File: config.mk
export PLATFORM = sky130hd
export DESIGN_NAME = button_conditioner
export DESIGN_NICKNAME = d
export VERILOG_FILES = /design/src/rtl/button_conditioner.sv
export SDC_FILE = /design/constraint.sdc
export NUM_CORES = 1
export LEC_CHECK = 0
export ABC_AREA = 1
export BUFFER_PORTS_ARGS = -buffer_cell sky130_fd_sc_hd__buf_2
export CAP_MARGIN = 0
export CORE_UTILIZATION = 50
export CTS_CLUSTER_DIAMETER = 150
export DETAILED_ROUTE_END_ITERATION = 8
export HOLD_SLACK_MARGIN = 0.12
export PLACE_DENSITY = 0.66
export SYNTH_ARGS = -nofsm -noshare
export SYNTH_HDL_FRONTEND = slang
export SYNTH_SLANG_ARGS = --single-unit
File: constraint.sdc
create_clock -name clk_i -period 1.88 [get_ports clk_i]
set_input_delay 0.282 -clock clk_i [delete_from_list [all_inputs] [get_ports clk_i]]
set_output_delay 0.282 -clock clk_i [all_outputs]
set_load 0.01 [all_outputs]
File: src/rtl/button_conditioner.sv
// Push-button conditioner: 2-flop synchroniser, stability-counting debounce FSM,
// registered level plus press/release/long-press/auto-repeat pulses and a wrapping press counter.
// Latency: press/release accepted DEBOUNCE_CYCLES+2 edges after the first sampled pin change.
module button_conditioner #(
  parameter int unsigned DEBOUNCE_CYCLES   = 16,
  parameter int unsigned LONG_PRESS_CYCLES = 64,
  parameter int unsigned REPEAT_CYCLES     = 16,
  parameter int unsigned REPEAT_EN         = 1
) (
  input  logic       clk_i,
  input  logic       rst_i,
  input  logic       button_i,
  output logic       level_o,
  output logic       press_o,
  output logic       release_o,
  output logic       long_press_o,
  output logic       repeat_o,
  output logic [7:0] press_count_o
);

  // Terminal values of the 16-bit counters (all parameters are 1..65535).
  localparam logic [15:0] DEB_LAST  = 16'(DEBOUNCE_CYCLES - 1);
  localparam logic [15:0] LONG_LAST = 16'(LONG_PRESS_CYCLES - 1);
  localparam logic [15:0] REP_LAST  = 16'(REPEAT_CYCLES - 1);

  typedef enum logic [1:0] {
    IDLE,
    PRESS_CHK,
    HELD,
    RELEASE_CHK
  } state_t;

  state_t      state;
  logic        s1;
  logic        s2;
  logic [15:0] dcnt;
  logic [15:0] hold_cnt;
  logic [15:0] rep_cnt;
  logic        long_done;

  // Two-flop synchroniser; the FSM only ever looks at s2.
  always_ff @(posedge clk_i or posedge rst_i) begin
    if (rst_i) begin
      s1 <= 1'b0;
      s2 <= 1'b0;
    end else begin
      s1 <= button_i;
      s2 <= s1;
    end
  end

  // Debounce FSM; every output is a flop, pulses default low each cycle.
  always_ff @(posedge clk_i or posedge rst_i) begin
    if (rst_i) begin
      state         <= IDLE;
      dcnt          <= '0;
      hold_cnt      <= '0;
      rep_cnt       <= '0;
      long_done     <= 1'b0;
      level_o       <= 1'b0;
      press_o       <= 1'b0;
      release_o     <= 1'b0;
      long_press_o  <= 1'b0;
      repeat_o      <= 1'b0;
      press_count_o <= '0;
    end else begin
      press_o      <= 1'b0;
      release_o    <= 1'b0;
      long_press_o <= 1'b0;
      repeat_o     <= 1'b0;
      case (state)
        IDLE: begin
          if (s2) begin
            state <= PRESS_CHK;
            dcnt  <= '0;
          end
        end
        PRESS_CHK: begin
          if (!s2) begin
            // Bounce: drop back without any pulse.
            state <= IDLE;
          end else if (dcnt == DEB_LAST) begin
            state         <= HELD;
            press_o       <= 1'b1;
            level_o       <= 1'b1;
            press_count_o <= press_count_o + 8'd1;
            hold_cnt      <= '0;
            rep_cnt       <= '0;
            long_done     <= 1'b0;
          end else begin
            dcnt <= dcnt + 16'd1;
          end
        end
        HELD: begin
          if (!s2) begin
            state <= RELEASE_CHK;
            dcnt  <= '0;
          end else if (!long_done) begin
            if (hold_cnt == LONG_LAST) begin
              long_press_o <= 1'b1;
              long_done    <= 1'b1;
            end else begin
              hold_cnt <= hold_cnt + 16'd1;
            end
          end else if (REPEAT_EN != 0) begin
            // Wrap of rep_cnt marks one full repeat period since the last pulse.
            if (rep_cnt == REP_LAST) begin
              rep_cnt  <= '0;
              repeat_o <= 1'b1;
            end else begin
              rep_cnt <= rep_cnt + 16'd1;
            end
          end
        end
        RELEASE_CHK: begin
          // Hold/repeat state is frozen here so a rejected release bounce resumes seamlessly.
          if (s2) begin
            state <= HELD;
          end else if (dcnt == DEB_LAST) begin
            state     <= IDLE;
            release_o <= 1'b1;
            level_o   <= 1'b0;
          end else begin
            dcnt <= dcnt + 16'd1;
          end
        end
        default: state <= IDLE;
      endcase
    end
  end

endmodule

==> results.md, run 1 <==
* Layout Cells excl Fill at 728
* Total CTS buffers at 9
* Crit path DAT at 1.97 ns
* Crit-path max FO at 16
* Sequential element share of the synthesized area at 0.4021
* Fin Setup TNS at 0 ns
* Startpoint Class: register
* Final Hold Fails at 0
* Placeable core area at 7848 sq um
* Post-Route WL at 8543 microns
* # fillers at 763
* Synthesized area at 4108 sq um
* Power Internal at 2.349 mW
* Fin util at 0.5845
* IO Port Bufs at 15
* Max cap viols at 0
* Antenna cell count at 0
* Maximum buffer depth of the clock tree at 2
* First-pass GRT wire length at 15,240 microns
* Switching power at 679.7 uW
* WS Path Type: reg2reg
* Sequential power share at 0.477
* Worst-Skew Late Latency at 0.35 ns
* Final setup violation count at 0
* Switching share of power at 0.2244
* Post-Synthesis Mean Instance Area at 6.892 sq um
* Synth area leaders: dfrtp_1, nand2_1, nor2_1, nand3_1, inv_1
* Placed cell count at 710
* Pre-CTS WS at 0.1479 ns
* Final Cell Area at 4587 sq um
* Hold WS at 0.3542 ns
* IO Pins at 16
* P per Cell Area at 660.3 nW/um^2
* Placed instance area at 4313 sq um
* Area of the multi-input gates at 2148 sq um
* Share of cells above drive strength 1 at 0.09744
* Logic gate share of total power at 0.040
* Seq cells post-synth at 66
* Part of the power in the clock network at 0.483
* Vias per cell at 5.128
* Total die area at 8582 sq um
* Htree depth at 3
* ANT nets after route at 0
* Synth Instances at 596
* Synth area leader: dfrtp_1
* Top-area cell type share of the netlist area at 0.4021
* Synthesis Warnings at 0
* Final setup margin at 0.1503 ns
* Total clock sinks at 66
* Clock Pin Slew Worst Setup and Hold Paths at 0.08 ns
* CTS Root Cell: clkbuf_8
* Die width at 92.64 microns
* Fmax at 578.1 MHz
* Register-to-register setup slack at 0.15 ns
* Post-DP HPWL at 6024 microns
* Initial antenna violation count at 0
* Worst setup EP type: register
* RD Place Congestion at 0.8801
* Total gr overflow at 0
* Synth-to-Final Area Change at 11.67%
* Final Cycle Share at 0.9200
* Syn_nets at 603
* Clock Skews at 0.01474 ns
* Drt wl/cell at 11.73 microns
* Pre-Repair DR Iteration Count at 5
* Status: finished, final reports clean
* Worst-Margin Slew at 0.4349 ns
* Power, Total at 3.029 mW
* Crit path time final at 1.730 ns
* Critical Path RT at 2.12 ns
* Placement row count at 32
* Leakage power at 2.124 nW
* Initial DRC Count at 172
* Die H at 92.64 microns
* Slew margin rel. at 0.7078
* Fin nets at 628
* Hold Crit Class: reg2reg
* Fin. max-slew vios at 0
* Initial Util at 0.5234
* Vias at 3,733
* Number of remaining DRC errors at 0
* Largest vdd supply drop at 432.3 uV
* RSZ-0062 raised after global routing: no
* Gr usage total at 0.2224
* Largest net degree at the start of global routing at 67
* Vias in the first global route at 3,464
* Synth unique cells at 32
* FF/Latch Area at 1652 sq um
* CTS tree: done
Yosys cell counts (all sizes together):
library cell  count
o21ai            38
nor3b             1
nand2           204
nor3              8
nand3b            4
o21a              1
xor2             11
o21bai            3
ha                4
buf               9
nand4            20
nand3            58
a21oi             6
dfrtp            66
inv              60
xnor2             6
nor4              1
clkbuf            4
clkinv            1
nor2             91
sequential cells by signal, summed over array words and instances, names as in the netlist, named ones only:
| signal | count |
|---|---|
| long_done | 1 |
| long_press_o | 1 |
| state | 1 |
| level_o | 1 |
| s1 | 1 |
| dcnt | 16 |
| release_o | 1 |
| press_o | 1 |
| rep_cnt | 16 |
| repeat_o | 1 |
| s2 | 1 |
| hold_cnt | 16 |
| press_count_o | 8 |
logic make-up after synthesis:
group	after synthesis	synth area share
buffers and inverters	74	0.07767
adder cells (fa/ha/maj)	4	0.01218
XOR/XNOR	17	0.03625
AO/OA/AOI/OAI	48	0.06092
flip-flops	66	0.4021
AND/OR/NAND/NOR	387	0.4109
power by group through the flow:
stage                     Combinational (mW)  Sequential (mW)  Clock, mW
after floorplan                       0.0969             1.47          0
after global placement                 0.117             1.47          0
after detailed placement               0.120             1.47          0
after CTS                              0.123             1.44       1.50
after global routing                   0.138             1.45       1.56
final                                  0.121             1.44       1.46
placed cells by master, fill, tap and decap left out, types with 3 or more instances in the layout:
cell and n:
nand4_1 19, dfrtp_1 66, nor2_1 83, nand3b_1 4, nor3_1 8, o21ai_0 18, clkbuf_8 9, nand2_2 3
o21bai_1 3, inv_1 57, buf_4 9, ha_1 4, o21ai_1 20, nand3_1 56, buf_2 15, xnor2_1 6
xor2_1 11, a21oi_1 6, bufinv_16 3, nor2_2 6, nand2_1 198
worst max-delay path, cell delays in order (launching register included):
cell and delay (ns):
dfrtp_1 0.41, ha_1 0.25, nand3_4 0.13, nor2_4 0.14, nand2_2 0.07, nand2_4 0.08, nand2_2 0.07, clkinv_2 0.16
nand2_4 0.16, nand2_1 0.09, nand2_1 0.05
final timing paths:
check | cells past startpoint | to | from
worst max-delay path | 10 | hold_cnt[0] | dcnt[0]
worst min-delay path | 0 | s2 | s1
worst max register to register | 10 | hold_cnt[0] | dcnt[0]
worst min register to register | 0 | s2 | s1
max in group asynchronous | 4 | dcnt[15] | rst_i
min in group asynchronous | 4 | rep_cnt[11] | rst_i
routing by layer:
layer  wire [microns]  share of wire  GRT usage
met1             4071           0.48     0.2983
met2             4065           0.48     0.3630
met3              349          0.041    0.04680
met4               57         0.0067    0.06538
met5                0              0          0
what timing repair did:
action                                  in CTS  in global routing
hold buffers                                 2                  0
buffers inserted                             0                  0
gates resized for setup                      0                  2
endpoints found under the setup margin       0                  5
endpoints found under the hold margin       67                  0
final cells by class:
class	count	area share
clock buffer	10	0.02782
tap	102	0.02782
sequential	66	0.3601
timing repair buffer	27	0.03983
clock inverter	6	0.02510
multi-input combinational	456	0.4684
inverter	61	0.05101
Note: power is estimated with default switching activity, not from simulation.
==> inputs of run 2 (changes only) <==
Settings changed: CTS_BUF_LIST from default to sky130_fd_sc_hd__clkbuf_8.
==> results.md, run 2 (synthesis gave the netlist of run 1 again) <==
* Status: finished, final reports clean
* Crit-path cells: ha_1 > nand3_4 > nor2_4 > nand2_2 > nand2_4 > nand2_2 > clkinv_2 > nand2_4 > nand2_1 > nand2_1
* Crit path time final at 1.730 ns
* Die H at 92.64 microns
* Gr usage total at 0.2224
* Startpoint Class: register
* Layout Cells excl Fill at 728
* First-pass GRT wire length at 15,240 microns
* Placement row count at 32
* Crit-path max FO at 16
* Fin Setup TNS at 0 ns
* CTS Root Cell: clkbuf_8
* Total clock sinks at 66
* Maximum buffer depth of the clock tree at 2
* Drt wl/cell at 11.74 microns
* Final setup violation count at 0
* Hold path depth at 0
* Critical Path RT at 2.12 ns
* Crit path DAT at 1.96 ns
* Slew margin rel. at 0.7078
* Leakage power at 2.128 nW
* CTS tree: done
* Fmax at 578.2 MHz
* Hold EP: s2
* IO Port Bufs at 15
* Total die area at 8582 sq um
* Initial Util at 0.5234
* Post-DP HPWL at 6024 microns
* Htree depth at 3
* Worst-Skew Late Latency at 0.35 ns
* Worst path buffer plus inverter count at 1
* Vias per cell at 5.128
* ANT nets after route at 0
* Cell family with most CP delay: simple AND/OR/NAND/NOR gates
* Register-to-register setup slack at 0.15 ns
* IO Pins at 16
* Placed cell count at 710
* Largest vdd supply drop at 432.2 uV
* P per Cell Area at 659.0 nW/um^2
* Commonest cells after routing, fill and taps aside: nand2_1, nor2_1, dfrtp_1, inv_1, nand3_1
* Fin nets at 628
* Total gr overflow at 0
* WS Path Type: reg2reg
* RSZ-0062 raised after global routing: no
* Synth-to-Final Area Change at 11.67%
* Vias in the first global route at 3,464
* Die width at 92.64 microns
* Most common cell after layout, fill and taps aside: nand2_1
* CP max stage cell: dfrtp_1
* RD Place Congestion at 0.8801
* Initial antenna violation count at 0
* Hold Crit Class: reg2reg
* Path depth of the worst reg2reg path at 10
* Post-Route WL at 8545 microns
* Clock Skews at 0.01410 ns
* Antenna cell count at 0
* Final Hold Fails at 0
* Placeable core area at 7848 sq um
* Initial DRC Count at 172
* Final Cycle Share at 0.9200
* Share of cells above drive strength 1 at 0.09744
* Crit Reg-Reg Endpoint: hold_cnt[0]
* Worst setup EP type: register
* CP peak stage delay at 0.41 ns
* Clock Pin Slew Worst Setup and Hold Paths at 0.08 ns
* Hold Startpoint: s1
* Pre-Repair DR Iteration Count at 5
* Max cap viols at 0
* Vias at 3,733
* Number of remaining DRC errors at 0
* Fin. max-slew vios at 0
* Largest net degree at the start of global routing at 67
* Total CTS buffers at 9
* R2R Path Start: dcnt[0]
* Top flop regs: dcnt x16, hold_cnt x16, rep_cnt x16
* Worst-Margin Slew at 0.4349 ns
==> run 2: cell count changes in the layout (fill, tap and decap cells not counted), sizes merged <==
cell / change
clkbuf: -1
inv: +1
==> run 2: per-layer routing <==
metal,routed length (microns),GRT usage,vias to the layer above
li1,-,-,1947
met1,4061,0.2983,1717
met2,4066,0.3630,65
met3,359,0.04680,4
met4,57,0.06538,0
met5,0,0,-
==> run 2: final cells by class <==
type	instances	area (sq um)
multi-input cells	456	2148
well taps	102	127.6
flip-flops and latches	66	1652
inverters	61	234.0
clock inverters	7	118.9
repair buffers	27	182.7
fillers	763	3261
clock buffers	9	123.9
==> run 2: worst max-delay path by stage <==
stage | from | end | slack [ns] | depth (start not counted)
2_1_floorplan | dcnt[0] | hold_cnt[6] | 0.37 | 11
3_3_place_gp | dcnt[0] | dcnt[5] | 0.20 | 8
3_5_place_dp | dcnt[0] | dcnt[5] | 0.15 | 8
4_1_cts | dcnt[0] | dcnt[4] | 0.13 | 8
5_1_grt | dcnt[12] | hold_cnt[7] | 0.01 | 10
6_report | dcnt[0] | hold_cnt[0] | 0.15 | 10
==> run 2: stage by stage <==
stage          setup WS [ns]  area (sq um)    util  power [mW]  hold WS, ns
6_report              0.1504          4587  0.5845       3.023       0.3542
5_1_grt              0.01441          4587  0.5845       3.139       0.3642
4_1_cts               0.1349          4576  0.5831       3.061       0.3548
3_5_place_dp          0.1479          4313  0.5496       1.591       0.3371
3_3_place_gp          0.2034          4313  0.5496       1.589       0.3388
2_1_floorplan         0.3658          4111       -       1.563       0.3134
==> run 2: what timing repair did <==
item,4_1_cts,5_1_grt
hold buffers,2,0
setup buffers,0,0
resized for setup,0,2
setup endpoints to repair,0,5
hold endpoints to repair,67,0
==> run 2: report_power, final <==
group	internal, mW	switching [mW]
Combinational	0.0336	0.0871
Clock	0.880	0.578
Sequential	1.43	0.0143
Total	2.34	0.679
==> inputs of run 3 (changes only) <==
Settings changed: ABC_AREA 1 to default, PLACE_DENSITY 0.66 to 0.67, REMOVE_ABC_BUFFERS from default to 1.
==> results.md, run 3 <==
* Crit path DAT at 2.34 ns
* Final setup margin at -0.2263 ns
* Antenna cell count at 0
* Crit-path max FO at 6
* Placement row count at 30
* IO Port Bufs at 15
* Worst-Margin Slew at 0.7366 ns
* Largest vdd supply drop at 566.2 uV
* Leakage power at 2.149 nW
* Pre-Repair DR Iteration Count at 5
* Most common library cells after synthesis: dfrtp_1, nand2_1, nand3_1, a21oi_1, nor2_1
* Total clock sinks at 66
* Drt wl/cell at 16.02 microns
* Post-DP HPWL at 5904 microns
* Seq cells post-synth at 66
* FFs w/ async S/R, synth at 1.000
* Fin nets at 475
* RD Place Congestion at 0.9013
* Top flop regs: dcnt x16, hold_cnt x16, rep_cnt x16
* CTS tree: done
* Final setup violation count at 55
* Fin util at 0.6952
* Final Cycle Share at 1.120
* CTS Root Cell: clkbuf_8
* Total gr overflow at 0
* WS Path Type: reg2reg
* Largest net degree at the start of global routing at 60
* Final Hold Fails at 0
* First-pass GRT wire length at 14,860 microns
* Sequential power share at 0.537
* Clock Skews at 0.01040 ns
* Post-Synthesis Mean Instance Area at 9.194 sq um
* Clock Pin Slew Worst Setup and Hold Paths at 0.07 ns
* Synth area leader: dfrtp_1
* Fin Setup TNS at -8.556 ns
* Vias in the first global route at 3,127
* Commonest cells after routing, fill and taps aside: dfrtp_1, buf_4, nand2_1, nor2_1, nand3_1
* Part of the power in the clock network at 0.408
* Startpoint Class: register
* Synth Instances at 382
* Slew margin rel. at 0.5071
* Post-synth EDFFs at 0
* Most frequent cell after synthesis: dfrtp_1
* Synth area leaders: dfrtp_1, nand2_1, nand3_1, a21oi_1, nand4_1
* Maximum buffer depth of the clock tree at 2
* Die H at 85.81 microns
* Gr usage total at 0.2575
* Worst-Skew Late Latency at 0.36 ns
* Top-area cell type share of the netlist area at 0.4703
* Synth Flop Type: dfrtp_1
* Logic gate share of total power at 0.055
* Synth unique cells at 52
* Critical Path RT at 2.11 ns
* Initial antenna violation count at 0
* Placeable core area at 6794 sq um
* IO Pins at 16
* P per Cell Area at 569.8 nW/um^2
* Most common cell after layout, fill and taps aside: dfrtp_1
* Power Internal at 2.003 mW
* Total CTS buffers at 9
* Vias per cell at 5.963
* Share of cells above drive strength 1 at 0.3192
* Post-Route WL at 9118 microns
* Failing checks: negative setup slack
* Synth-to-Final Area Change at 34.49%
* Vias at 3,393
* Number of remaining DRC errors at 0
* Switching power at 688.3 uW
* Fin. max-slew vios at 0
* Die width at 85.81 microns
* Initial DRC Count at 201
* Crit path time final at 2.106 ns
* Max cap viols at 0
* Hold Crit Class: reg2reg
* Total die area at 7363 sq um
* Sequential element share of the synthesized area at 0.4703
* Switching share of power at 0.2557
* Synthesized area at 3512 sq um
* Fmax at 474.8 MHz
* RSZ-0062 raised after global routing: yes
* Synthesis Warnings at 0
* Status: finished, violations left
* Initial Util at 0.5169
* Htree depth at 3
* ANT nets after route at 0
* Worst setup EP type: register
-- run 3: power groups by stage --
stage          logic, mW  clock network, mW  registers, mW
5_1_grt            0.166               1.18           1.45
2_1_floorplan     0.0608                  0           1.48
6_report           0.148               1.10           1.44
4_1_cts            0.141               1.12           1.44
3_5_place_dp       0.133                  0           1.47
3_3_place_gp       0.130                  0           1.47
-- run 3: kinds of logic (layout without fill, tap and decap cells) --
group                      Yosys count  after routing  synth area share
DFF                                 66             66            0.4703
AOI/OAI and AO/OA                   96             97            0.1756
buffers and inverters               27            117           0.03562
xor gates and xnor gates            14             14           0.03491
adders and majority gates            4              4           0.01425
muxes                                1              1          0.003206
and+or+nand+nor                    174            174            0.2661
-- run 3: layer usage --
metal / routed length (microns) / part of all wire / up-vias / track usage
li1: - / - / 1612 / -
met1: 4077 / 0.45 / 1661 / 0.3423
met2: 4414 / 0.48 / 103 / 0.4153
met3: 452 / 0.050 / 17 / 0.06449
met4: 174 / 0.019 / 0 / 0.08182
met5: 0 / 0 / - / 0
-- run 3: area by class of cell --
type | count | area [sq um]
fill | 525 | 2071
multi-input combinational | 290 | 2009
sequential | 66 | 1652
timing repair buffer | 89 | 711.9
clock buffer | 10 | 137.6
tap | 96 | 120.1
inverter | 12 | 50.05
clock inverter | 6 | 42.54
-- run 3: per-stage QoR --
step | total power [mW] | std cells | cell area, sq um | hold slack [ns] | worst slack (ns)
after global routing | 2.789 | 569 | 4723 | 0.3611 | -0.3049
final | 2.691 | 569 | 4723 | 0.3511 | -0.2263
after CTS | 2.704 | 563 | 4444 | 0.3520 | -0.2006
after global placement | 1.600 | 543 | 4141 | 0.1923 | -0.2928
after detailed placement | 1.603 | 543 | 4141 | 0.1966 | -0.3349
after floorplan | 1.537 | 367 | 3433 | 0.3134 | -0.5183
-- run 3: what timing repair did --
action,CTS,global route
buffers inserted,1,7
endpoints found under the hold margin,8,0
cloned,1,1
resized for setup,21,46
setup endpoints to repair,53,57
pin swaps,14,30
hold buffers,2,0
-- run 3: worst paths after layout --
path | depth (start not counted) | end | start | slack [ns]
worst min register to register | 0 | s2 | s1 | 0.35
min in group asynchronous | 3 | press_count_o[4] | rst_i | 0.36
worst min-delay path | 0 | s2 | s1 | 0.35
worst max register to register | 7 | hold_cnt[12] | dcnt[9] | -0.23
worst max-delay path | 7 | hold_cnt[12] | dcnt[9] | -0.23
max in group asynchronous | 4 | hold_cnt[13] | rst_i | 0.95
-- run 3: critical path, stage by stage (launching register included) --
cell and delay (ns):
dfrtp_1 0.38, or4_4 0.57, nor4_4 0.33, buf_6 0.19
nand3_4 0.13, nand2_4 0.13, buf_12 0.14, a31oi_1 0.09
